[src/rtl/em4100_pkg.sv]
// em4100_pkg: shared constants and types for the EM4100 tag transmitter
// and, later, the matching reader/decoder.
//   FRAME_BITS / HEADER_BITS / ROWS : EM4100 frame geometry
//   MODE_MANCHESTER / MODE_BIPHASE  : line-code selector values
//   state_t                         : transmitter FSM states
//   even_parity4()                  : row parity helper
package em4100_pkg;

    localparam int FRAME_BITS      = 64;
    localparam int HEADER_BITS     = 9;
    localparam int ROWS            = 10;

    localparam int MODE_MANCHESTER = 0;
    localparam int MODE_BIPHASE    = 1;

    typedef enum logic [1:0] {
        IDLE = 2'd0,
        SEND = 2'd1,
        GAP  = 2'd2
    } state_t;

    // Even parity over one nibble: 1 when the nibble has an odd number of ones.
    function automatic logic even_parity4(input logic [3:0] nib);
        return ^nib;
    endfunction

endpackage

[src/rtl/em4100_frame_build.sv]
// em4100_frame_build: purely combinational EM4100 frame builder.
//   data  [39:0] in  : tag ID, data[39:36] is the first row (MSB first)
//   frame [63:0] out : frame in transmit order, frame[0] is sent first
//                      [8:0] header ones, [58:9] ten rows of nibble+parity,
//                      [62:59] column parity CP3..CP0, [63] stop bit (0)
module em4100_frame_build
    import em4100_pkg::*;
(
    input  logic [39:0]           data,
    output logic [FRAME_BITS-1:0] frame
);

    assign frame[HEADER_BITS-1:0] = {HEADER_BITS{1'b1}};

    // Each row occupies five slots: nibble MSB first, then its even parity.
    for (genvar r = 0; r < ROWS; r++) begin : g_row
        localparam int BASE = HEADER_BITS + 5 * r;
        localparam int MSB  = 39 - 4 * r;
        assign frame[BASE + 0] = data[MSB];
        assign frame[BASE + 1] = data[MSB - 1];
        assign frame[BASE + 2] = data[MSB - 2];
        assign frame[BASE + 3] = data[MSB - 3];
        assign frame[BASE + 4] = even_parity4(data[MSB -: 4]);
    end

    // Column c collects nibble bit c of every row; CP3 goes out first.
    for (genvar c = 0; c < 4; c++) begin : g_col
        logic [ROWS-1:0] col_bits_s;
        for (genvar r = 0; r < ROWS; r++) begin : g_bit
            assign col_bits_s[r] = data[4 * r + c];
        end
        assign frame[FRAME_BITS - 2 - c] = ^col_bits_s;
    end

    assign frame[FRAME_BITS-1] = 1'b0;

endmodule

[src/rtl/em4100_tx.sv]
// em4100_tx: EM4100 tag transmitter with Manchester or biphase line code.
//   clk, rst_n        : rising-edge clock, synchronous active-low reset
//   data_valid/ready  : ID load handshake, ready only in IDLE
//   data [39:0]       : tag ID, latched on load
//   abort             : synchronous stop request (wins over a load)
//   q, q_oe           : coded level and modulator enable
//   busy              : high while sending a frame or idling in the gap
//   frame_done        : one-cycle pulse on the last clock of each frame
//   frame_cnt [7:0]   : frames completed since the last load
module em4100_tx
    import em4100_pkg::*;
#(
    parameter int HALF_BIT_CLKS = 32,
    parameter int MODE          = 0,
    parameter int REPEAT        = 0,
    parameter int GAP_BITS      = 0
) (
    input  logic        clk,
    input  logic        rst_n,
    input  logic        data_valid,
    output logic        data_ready,
    input  logic [39:0] data,
    input  logic        abort,
    output logic        q,
    output logic        q_oe,
    output logic        busy,
    output logic        frame_done,
    output logic [7:0]  frame_cnt
);

    localparam int HALF_W   = (HALF_BIT_CLKS > 1) ? $clog2(HALF_BIT_CLKS) : 1;
    localparam int GAP_CLKS = GAP_BITS * 2 * HALF_BIT_CLKS;
    localparam int GAP_W    = (GAP_CLKS > 1) ? $clog2(GAP_CLKS) : 1;
    localparam logic [HALF_W-1:0] HALF_LAST  = HALF_W'(HALF_BIT_CLKS - 1);
    localparam logic [GAP_W-1:0]  GAP_LAST   = GAP_W'((GAP_CLKS > 0) ? GAP_CLKS - 1 : 0);
    localparam logic [7:0]        REPEAT_CNT = 8'(REPEAT);

    state_t                  state_r;
    logic [39:0]             data_r;
    logic [HALF_W-1:0]       half_cnt_r;
    logic                    half_r;
    logic [5:0]              bit_r;
    logic [GAP_W-1:0]        gap_cnt_r;
    logic                    q_r;
    logic                    q_oe_r;
    logic                    busy_r;
    logic                    data_ready_r;
    logic                    frame_done_r;
    logic [7:0]              frame_cnt_r;

    logic [FRAME_BITS-1:0]   frame_s;
    logic [HALF_W-1:0]       half_cnt_n_s;
    logic                    half_n_s;
    logic [5:0]              bit_n_s;
    logic                    frame_end_s;
    logic                    next_last_s;
    logic                    reps_done_s;
    logic                    gap_end_s;
    logic                    q_code_s;

    em4100_frame_build u_frame_build (
        .data  (data_r),
        .frame (frame_s)
    );

    // Next position of the half-bit timer; bit index wraps 63 -> 0 for back-to-back frames.
    always_comb begin
        half_cnt_n_s = half_cnt_r;
        half_n_s     = half_r;
        bit_n_s      = bit_r;
        if (half_cnt_r == HALF_LAST) begin
            half_cnt_n_s = '0;
            if (half_r) begin
                half_n_s = 1'b0;
                bit_n_s  = bit_r + 6'd1;
            end else begin
                half_n_s = 1'b1;
            end
        end else begin
            half_cnt_n_s = half_cnt_r + HALF_W'(1);
        end
    end

    assign frame_end_s = (half_cnt_r == HALF_LAST) && half_r && (bit_r == 6'd63);
    assign next_last_s = (half_cnt_n_s == HALF_LAST) && half_n_s && (bit_n_s == 6'd63);
    assign reps_done_s = (REPEAT != 0) && (frame_cnt_r == REPEAT_CNT);
    assign gap_end_s   = (gap_cnt_r == GAP_LAST);

    // Line coder: level for the half-bit that starts at the next position.
    // In biphase the current q is the running level, so it is simply toggled.
    always_comb begin
        if (MODE == MODE_BIPHASE) begin
            if (!half_n_s) begin
                q_code_s = ~q_r;
            end else if (!frame_s[bit_n_s]) begin
                q_code_s = ~q_r;
            end else begin
                q_code_s = q_r;
            end
        end else begin
            q_code_s = half_n_s ? ~frame_s[bit_n_s] : frame_s[bit_n_s];
        end
    end

    // Transmitter FSM with registered outputs, timers and frame counter.
    always_ff @(posedge clk) begin
        if (!rst_n) begin
            state_r      <= IDLE;
            data_r       <= 40'd0;
            half_cnt_r   <= '0;
            half_r       <= 1'b0;
            bit_r        <= 6'd0;
            gap_cnt_r    <= '0;
            q_r          <= 1'b0;
            q_oe_r       <= 1'b0;
            busy_r       <= 1'b0;
            data_ready_r <= 1'b0;
            frame_done_r <= 1'b0;
            frame_cnt_r  <= 8'd0;
        end else begin
            frame_done_r <= 1'b0;
            case (state_r)
                IDLE: begin
                    q_r    <= 1'b0;
                    q_oe_r <= 1'b0;
                    busy_r <= 1'b0;
                    if (data_valid && data_ready_r && !abort) begin
                        state_r      <= SEND;
                        data_r       <= data;
                        frame_cnt_r  <= 8'd0;
                        half_cnt_r   <= '0;
                        half_r       <= 1'b0;
                        bit_r        <= 6'd0;
                        // Bit 0 is a header one and the biphase level starts at 0,
                        // so both codes open the frame with a high half.
                        q_r          <= 1'b1;
                        q_oe_r       <= 1'b1;
                        busy_r       <= 1'b1;
                        data_ready_r <= 1'b0;
                    end else begin
                        data_ready_r <= 1'b1;
                    end
                end
                SEND: begin
                    if (abort) begin
                        state_r      <= IDLE;
                        q_r          <= 1'b0;
                        q_oe_r       <= 1'b0;
                        busy_r       <= 1'b0;
                        data_ready_r <= 1'b1;
                    end else begin
                        half_cnt_r <= half_cnt_n_s;
                        half_r     <= half_n_s;
                        bit_r      <= bit_n_s;
                        if (next_last_s) begin
                            frame_done_r <= 1'b1;
                            frame_cnt_r  <= frame_cnt_r + 8'd1;
                        end
                        if (frame_end_s) begin
                            if (GAP_CLKS != 0) begin
                                state_r   <= GAP;
                                gap_cnt_r <= '0;
                                q_r       <= 1'b0;
                                q_oe_r    <= 1'b0;
                            end else if (reps_done_s) begin
                                state_r      <= IDLE;
                                q_r          <= 1'b0;
                                q_oe_r       <= 1'b0;
                                busy_r       <= 1'b0;
                                data_ready_r <= 1'b1;
                            end else begin
                                q_r <= q_code_s;
                            end
                        end else if (half_cnt_n_s == '0) begin
                            q_r <= q_code_s;
                        end
                    end
                end
                GAP: begin
                    if (abort) begin
                        state_r      <= IDLE;
                        q_r          <= 1'b0;
                        q_oe_r       <= 1'b0;
                        busy_r       <= 1'b0;
                        data_ready_r <= 1'b1;
                    end else if (gap_end_s) begin
                        if (reps_done_s) begin
                            state_r      <= IDLE;
                            busy_r       <= 1'b0;
                            data_ready_r <= 1'b1;
                        end else begin
                            state_r    <= SEND;
                            half_cnt_r <= '0;
                            half_r     <= 1'b0;
                            bit_r      <= 6'd0;
                            q_r        <= 1'b1;
                            q_oe_r     <= 1'b1;
                        end
                    end else begin
                        gap_cnt_r <= gap_cnt_r + GAP_W'(1);
                    end
                end
                default: begin
                    state_r      <= IDLE;
                    q_r          <= 1'b0;
                    q_oe_r       <= 1'b0;
                    busy_r       <= 1'b0;
                    data_ready_r <= 1'b0;
                end
            endcase
        end
    end

    assign data_ready = data_ready_r;
    assign q          = q_r;
    assign q_oe       = q_oe_r;
    assign busy       = busy_r;
    assign frame_done = frame_done_r;
    assign frame_cnt  = frame_cnt_r;

endmodule

[config.mk]
export PLATFORM = sky130hd
export DESIGN_NAME = em4100_tx
export DESIGN_NICKNAME = d
export VERILOG_FILES = /design/src/rtl/em4100_pkg.sv /design/src/rtl/em4100_frame_build.sv /design/src/rtl/em4100_tx.sv
export SDC_FILE = /design/constraint.sdc
export NUM_CORES = 1
export LEC_CHECK = 0
export ABC_AREA = 0
export CAP_MARGIN = 10
export CORE_MARGIN = 1.5
export CORE_UTILIZATION = 40
export CTS_CLUSTER_SIZE = 10
export DETAILED_ROUTE_END_ITERATION = 7
export PLACE_DENSITY_LB_ADDON = 0.05
export SLEW_MARGIN = 15
export SYNTH_ARGS = -nofsm -noshare
export SYNTH_HDL_FRONTEND = slang
export SYNTH_HIERARCHICAL = 1
export SYNTH_SLANG_ARGS = --single-unit
export TNS_END_PERCENT = 1
[constraint.sdc]
create_clock -name clk -period 2.9 [get_ports clk]
set_clock_uncertainty 0.15 [all_clocks]
set_input_delay 0.58 -clock clk [delete_from_list [all_inputs] [get_ports clk]]
set_output_delay 0.58 -clock clk [all_outputs]
set_load 0.005 [all_outputs]
==> flow_metrics.tcl, run 1 <==
set metrics [dict create \
    p_per_area_nw_per_um2 389 \
    crit_chain "ha_4 > and3_4 > ha_4 > buf_4 > and3b_2 > nor2_4 > mux4_2 > o22a_1 > a211o_1 > o21a_1 > o21ai_1 > nor2_1" \
    crit_path_start_kind "register" \
    rsz0062_at_grt "true" \
    final.min_clock_period_ns 2.93 \
    clk_latency_ns 0.34 \
    cts_sinks 65 \
    total_power_w 0.00234 \
    grt_pass1_wl_um 21200 \
    num_rows 40 \
    yosysWarnings 6 \
    hold_path_class "reg -> reg" \
    maxCapViolations 0 \
    antenna_left 0 \
    cp.arrival_ns 3.01 \
    avgSynthCellArea_um2 8.20 \
    clock.fmax_mhz 342 \
    drt_wl_total_um 12900 \
    ctsHoldBuffers 0 \
    avgViaCountPerCell 5.23 \
    crit_slowest_cell "mux4_2" \
    async_flop_share_pct 0 \
    path_max_fanout 6 \
    synth_seq_cells 65 \
    synth_edf_count 0 \
    path_clk_slew_ns 0.06 \
    crit_required_ns 2.98 \
    end_kind "register" \
    gr-usage-all-layers_pct 20.7 \
    synth_flop_cell "dfxtp_1" \
    drive_above_1_share_pct 15.0 \
    finalSetupViolCount 1 \
    clk_path_buf_depth 2 \
    place.gp.congestion 0.892 \
    synthCells 609 \
    dieHeight_um 115 \
    synth_area_um2 4990 \
    place.port_buffers 56 \
    status "complete, but fails checks" \
    violations "setup timing" \
    irDropWorstVdd_v 0.000255 \
    slew_headroom_pct 54.9 \
    drc 0 \
    path_common_cell "ha_4" \
    initial_core_util_pct 41.2 \
    setup_tns_ns -0.0257 \
    fp.dieW_um 115 \
    slew_violations 0 \
    min_period_over_period_pct 101 \
    worst_slack_ns -0.0257 \
    fin_nets 694 \
    area_growth_pct 20.6 \
    path_class "reg -> reg" \
    ys_seq_area_share_pct 26.1 \
    synth_cell_type_count 65 \
    first_iter_violations 132 \
    leakage_nw 2.20 \
    grt_pass1_vias 4111 \
    boundaryPins 57 \
    cts_tree "yes" \
    core_um2 12100 \
    vias 4271 \
    root_buffer "clkbuf_16" \
    cts_buffers 9 \
    die_area_um2 13200 \
    diodes 0 \
    tightest_slew_ns 0.674 \
    dpl.hpwl_um 9670 \
    slowest_delay_ns 0.51 \
    grt_max_degree 45 \
    hold_viol 0 \
    antenna_found_initial 0 \
    grt-ovfl-total 0 \
    cts_max_level 3 \
    drt_first_pass_iters 4 \
    avgRoutedWirePerCell_um 15.8 \
]
[cell usage after synthesis, drive strengths merged, types with 5 or more instances]
cell | n | area, um^2
a21oi | 15 | 78.8
mux2i | 30 | 313
a211oi | 5 | 37.5
inv | 5 | 18.8
ha | 5 | 62.6
mux4 | 7 | 158
nand2 | 109 | 412
nand3 | 20 | 100
nor2b | 10 | 62.6
buf | 64 | 462
xnor2 | 53 | 494
a21boi | 41 | 312
and3 | 7 | 43.8
clkbuf | 24 | 90.1
dfxtp | 65 | 1300
o21ai | 20 | 100
nand4 | 11 | 68.8
nor3 | 7 | 35.0
xor2 | 19 | 166
nor2 | 29 | 109
[cell type report]
type	instances	area, um^2
fill	1205	6090
multi-input combinational	460	3260
sequential	65	1300
timing repair buffer	104	937
clock buffer	11	243
tap	168	210
clock inverter	3	42.5
inverter	5	18.8
[power by group]
part,internal (W),switching (W),total (W)
clock network,0.000678,0.000400,0.00108
logic,0.000182,0.000135,0.000317
registers,0.000915,0.0000300,0.000945
[final timing paths]
path / startpoint / end / slack (ns) / cells past startpoint
max: half_cnt_r[1]$_SDFFE_PN0P_ / q$_SDFFE_PN0P_ / -0.03 / 12
min: half_cnt_r[3]$_SDFFE_PN0P_ / half_cnt_r[3]$_SDFFE_PN0P_ / 0.35 / 2
max reg2reg: half_cnt_r[1]$_SDFFE_PN0P_ / q$_SDFFE_PN0P_ / -0.03 / 12
min reg2reg: half_cnt_r[3]$_SDFFE_PN0P_ / half_cnt_r[3]$_SDFFE_PN0P_ / 0.35 / 2
[worst max-delay path: cells and delay by family, from the launching register on]
| kind | cells | cell delay [ns] |
|---|---|---|
| AO/OA/AOI/OAI | 4 | 0.73 |
| adder cells (fa/ha/maj) | 2 | 0.34 |
| buffers and inverters | 1 | 0.16 |
| flip-flops | 1 | 0.33 |
| multiplexers | 1 | 0.51 |
| AND/OR/NAND/NOR | 4 | 0.59 |
[per-stage QoR]
step           setup slack, ns  instance area, um^2  hold slack [ns]  instances  utilization [%]
3_5_place_dp            -0.138                 5650            0.341        797             46.6
2_1_floorplan         0.000405                 5070            0.317        617                -
4_1_cts                -0.0202                 6000            0.350        815             49.5
3_3_place_gp           -0.0851                 5650            0.336        797             46.6
5_1_grt                 -0.165                 6020            0.398        816             49.7
6_report               -0.0257                 6020            0.345        816             49.7
[logic make-up (layout without fill, tap and decap cells)]
group | after synthesis | count (layout) | synth area share, %
and+or+nand+nor | 212 | 213 | 19.5
AOI/OAI and AO/OA | 116 | 116 | 16.5
buffers and inverters | 93 | 123 | 11.4
xor gates and xnor gates | 76 | 76 | 15.0
DFF | 65 | 65 | 26.1
muxes | 40 | 40 | 10.1
adders and majority gates | 5 | 5 | 1.25
other | 2 | 10 | 0.150
[layer usage]
layer	up-vias	GRT usage [%]	routed length [um]
met5	-	0	0
met4	0	8.56	291
met3	18	2.65	425
met2	92	31.6	5670
met1	2028	29.7	6520
li1	2133	-	-
[flip-flops by register name, indices dropped and copies added, names as in the netlist]
register	count
half_r	1
frame_done	1
frame_cnt	8
half_cnt_r	5
state_r	1
bit_r	6
data_ready	1
q	1
data_r	40
busy	1
[what timing repair did]
action / in CTS / in global routing
pin swaps: 13 / 2
setup endpoints to repair: 1 / 9
setup buffers: 3 / 1
gates cloned: 1 / 0
resized for setup: 8 / 2
[layout by cell type (no fill, tap or decap), types with 3 or more instances in the layout]
cell	instances
a2111oi_0	3
nor3_1	7
xnor3_1	4
nand3_1	19
nor2b_1	10
dfxtp_1	63
o31ai_1	4
inv_1	5
nand2_1	108
clkdlybuf4s50_1	56
ha_1	3
a21oi_1	14
a21boi_0	40
mux2_2	3
o21ai_0	19
buf_4	46
and2_1	3
conb_1	10
xnor2_1	48
nand2b_1	3
xor2_1	19
a31oi_1	3
a22oi_1	4
nor2_1	28
and3_1	6
mux2i_1	29
mux4_2	7
nand4_1	11
a211oi_2	4
clkbuf_16	9
xnor2_2	4
(Power assumes the default switching activity.)
==> run 2, diff against run 1 <==
--- a/config.mk
+++ b/config.mk
@@ -7,7 +7,7 @@
 export LEC_CHECK = 0
 export ABC_AREA = 0
 export CAP_MARGIN = 10
-export CORE_MARGIN = 1.5
+export CORE_MARGIN = 2
 export CORE_UTILIZATION = 40
 export CTS_CLUSTER_SIZE = 10
 export DETAILED_ROUTE_END_ITERATION = 7
==> run 2 against run 1 <==
  * The flow now finishes without violations
  * Global-route usage shrank 0.28 points
  * Sequential share of layout area decreased by 0.35 points
  * Critical path depth down 1
  * Setup slack improved by 0.035 ns
  * Count of clock-buffer cells in the layout is the same
  * Combinational power hardly changed
  * Wire length is 0.54% higher
  * Largest cell class unchanged
  * Largest power group unchanged
  * Highest routed layer unchanged
==> flow_metrics.tcl, run 2 (synthesis results as in run 1) <==
set metrics [dict create \
    grt_max_degree 45 \
    fin_nets 699 \
    r2r-end "q$_SDFFE_PN0P_" \
    rr_worst_depth 11 \
    ctsHoldBuffers 0 \
    crit_required_ns 3.00 \
    n_fill_cell 1228 \
    path_clk_slew_ns 0.06 \
    drt_first_pass_iters 5 \
    largest_reg_flops 40 \
    layout_common_cells "108 x nand2_1, 63 x dfxtp_1, 56 x clkdlybuf4s50_1" \
    slew_violations 0 \
    area_growth_pct 22.5 \
    path_max_fanout 8 \
    tightest_slew_ns 0.611 \
    post_dp_cell_area_um2 5640 \
    vias 4252 \
    worst_slack_ns 0.00906 \
    root_buffer "clkbuf_16" \
    avgViaCountPerCell 5.17 \
    place.gp.congestion 0.896 \
    boundaryPins 57 \
    multi_input_area_um2 3290 \
    largest_register "data_r" \
    holdCritStartpoint "busy$_SDFFE_PN0P_" \
    clk_path_buf_depth 2 \
    r2r-start "half_cnt_r[1]$_SDFFE_PN0P_" \
    status "finished, final reports clean" \
    cts_sinks 65 \
    rsz0062_at_grt "true" \
    grt-ovfl-total 0 \
    avgRoutedWirePerCell_um 15.8 \
    cts_buffers 9 \
    path_class "reg -> reg" \
    dpl.hpwl_um 9610 \
    slew_headroom_pct 58.8 \
    irDropWorstVdd_v 0.000343 \
    hold_end "busy$_SDFFE_PN0P_" \
    antenna_found_initial 0 \
    end_kind "register" \
    cp.arrival_ns 2.99 \
    hold_path_class "reg -> reg" \
    final_cell_area_um2 6120 \
    clk_latency_ns 0.35 \
    cts_max_level 3 \
    reg2reg_slack_ns 0.009 \
    grt_pass1_vias 4072 \
    drive_above_1_share_pct 16.2 \
    holdWs_ns 0.356 \
    drt_wl_total_um 13000 \
    hold_viol 0 \
    place.port_buffers 56 \
    initial_core_util_pct 41.2 \
    dieHeight_um 116 \
    maxCapViolations 0 \
    grt_pass1_wl_um 21000 \
    first_iter_violations 309 \
    finalSetupViolCount 0 \
    antenna_left 0 \
    p_per_area_nw_per_um2 404 \
    cts_tree "yes" \
    min_path_cells 2 \
    dp_slack_ns -0.117 \
    drc 0 \
    clock.fmax_mhz 346 \
    layout_commonest_cell "nand2_1" \
    core_um2 12100 \
    num_rows 40 \
    fp.dieW_um 116 \
    final.min_clock_period_ns 2.89 \
    leakage_nw 2.25 \
    min_period_over_period_pct 99.7 \
    diodes 0 \
    gr-usage-all-layers_pct 20.5 \
    crit_path_start_kind "register" \
    ff_latch_area_um2 1300 \
    utilization_pct 50.5 \
    die_area_um2 13400 \
]
run 2: changes by cell type in the layout (fill, tap and decap cells not counted), sizes merged:
cell    delta
buf        +5
bufinv     +1
run 2: worst max path at each step:
stage,from,to,slack [ns],depth (start not counted)
after floorplan,half_cnt_r[0]$_SDFFE_PN0P_,q$_SDFFE_PN0P_,0.0004,13
after global placement,half_cnt_r[1]$_SDFFE_PN0P_,q$_SDFFE_PN0P_,-0.07,11
after detailed placement,half_cnt_r[1]$_SDFFE_PN0P_,q$_SDFFE_PN0P_,-0.12,10
after CTS,half_cnt_r[1]$_SDFFE_PN0P_,q$_SDFFE_PN0P_,0.003,10
after global routing,half_cnt_r[1]$_SDFFE_PN0P_,q$_SDFFE_PN0P_,-0.11,11
final,half_cnt_r[1]$_SDFFE_PN0P_,q$_SDFFE_PN0P_,0.009,11
run 2: cell type report:
type                       instances  area share [%]
multi-input combinational        460            53.7
sequential                        65            21.3
timing repair buffer             109            15.9
clock buffer                      11            4.13
tap                              168            3.44
clock inverter                     4            1.25
inverter                           5           0.307
run 2: critical path, stage by stage, from the launching register on:
cell and delay [ns]:
dfxtp_2 0.35, ha_4 0.14, and3_4 0.20, ha_4 0.20
and2_4 0.21, buf_4 0.12, a21oi_1 0.05, mux4_2 0.47
a222oi_1 0.45, o2bb2ai_1 0.19, mux2i_1 0.20, nor2_1 0.06
run 2: metrics by stage:
step	std cells	total power (W)	setup TNS, ns
floorplan	617	0.00118	0
global placement	798	0.00128	-0.0653
detailed placement	798	0.00128	-0.117
CTS	817	0.00250	0
global route	822	0.00256	-0.303
finish	822	0.00247	0
run 2: layer usage:
metal	track usage, %	part of all wire, %	vias to the layer above
li1	-	-	2135
met1	28.5	49	1996
met2	31.3	45	104
met3	4.65	4.9	17
met4	7.06	1.7	0
met5	0	0	-
run 2: timing repair:
action                                  in CTS  in global routing
pin swaps                                   10                  9
gates cloned                                 1                  0
endpoints found under the setup margin       1                  8
setup buffers                                3                  5
gates resized for setup                      9                  7
run 2: power breakdown:
group / internal [W] / leakage, nW / total [W] / switching, W
Combinational: 0.000182 / 1.57 / 0.000319 / 0.000137
Clock: 0.000795 / 0.158 / 0.00121 / 0.000413
Sequential: 0.000914 / 0.527 / 0.000945 / 0.0000304
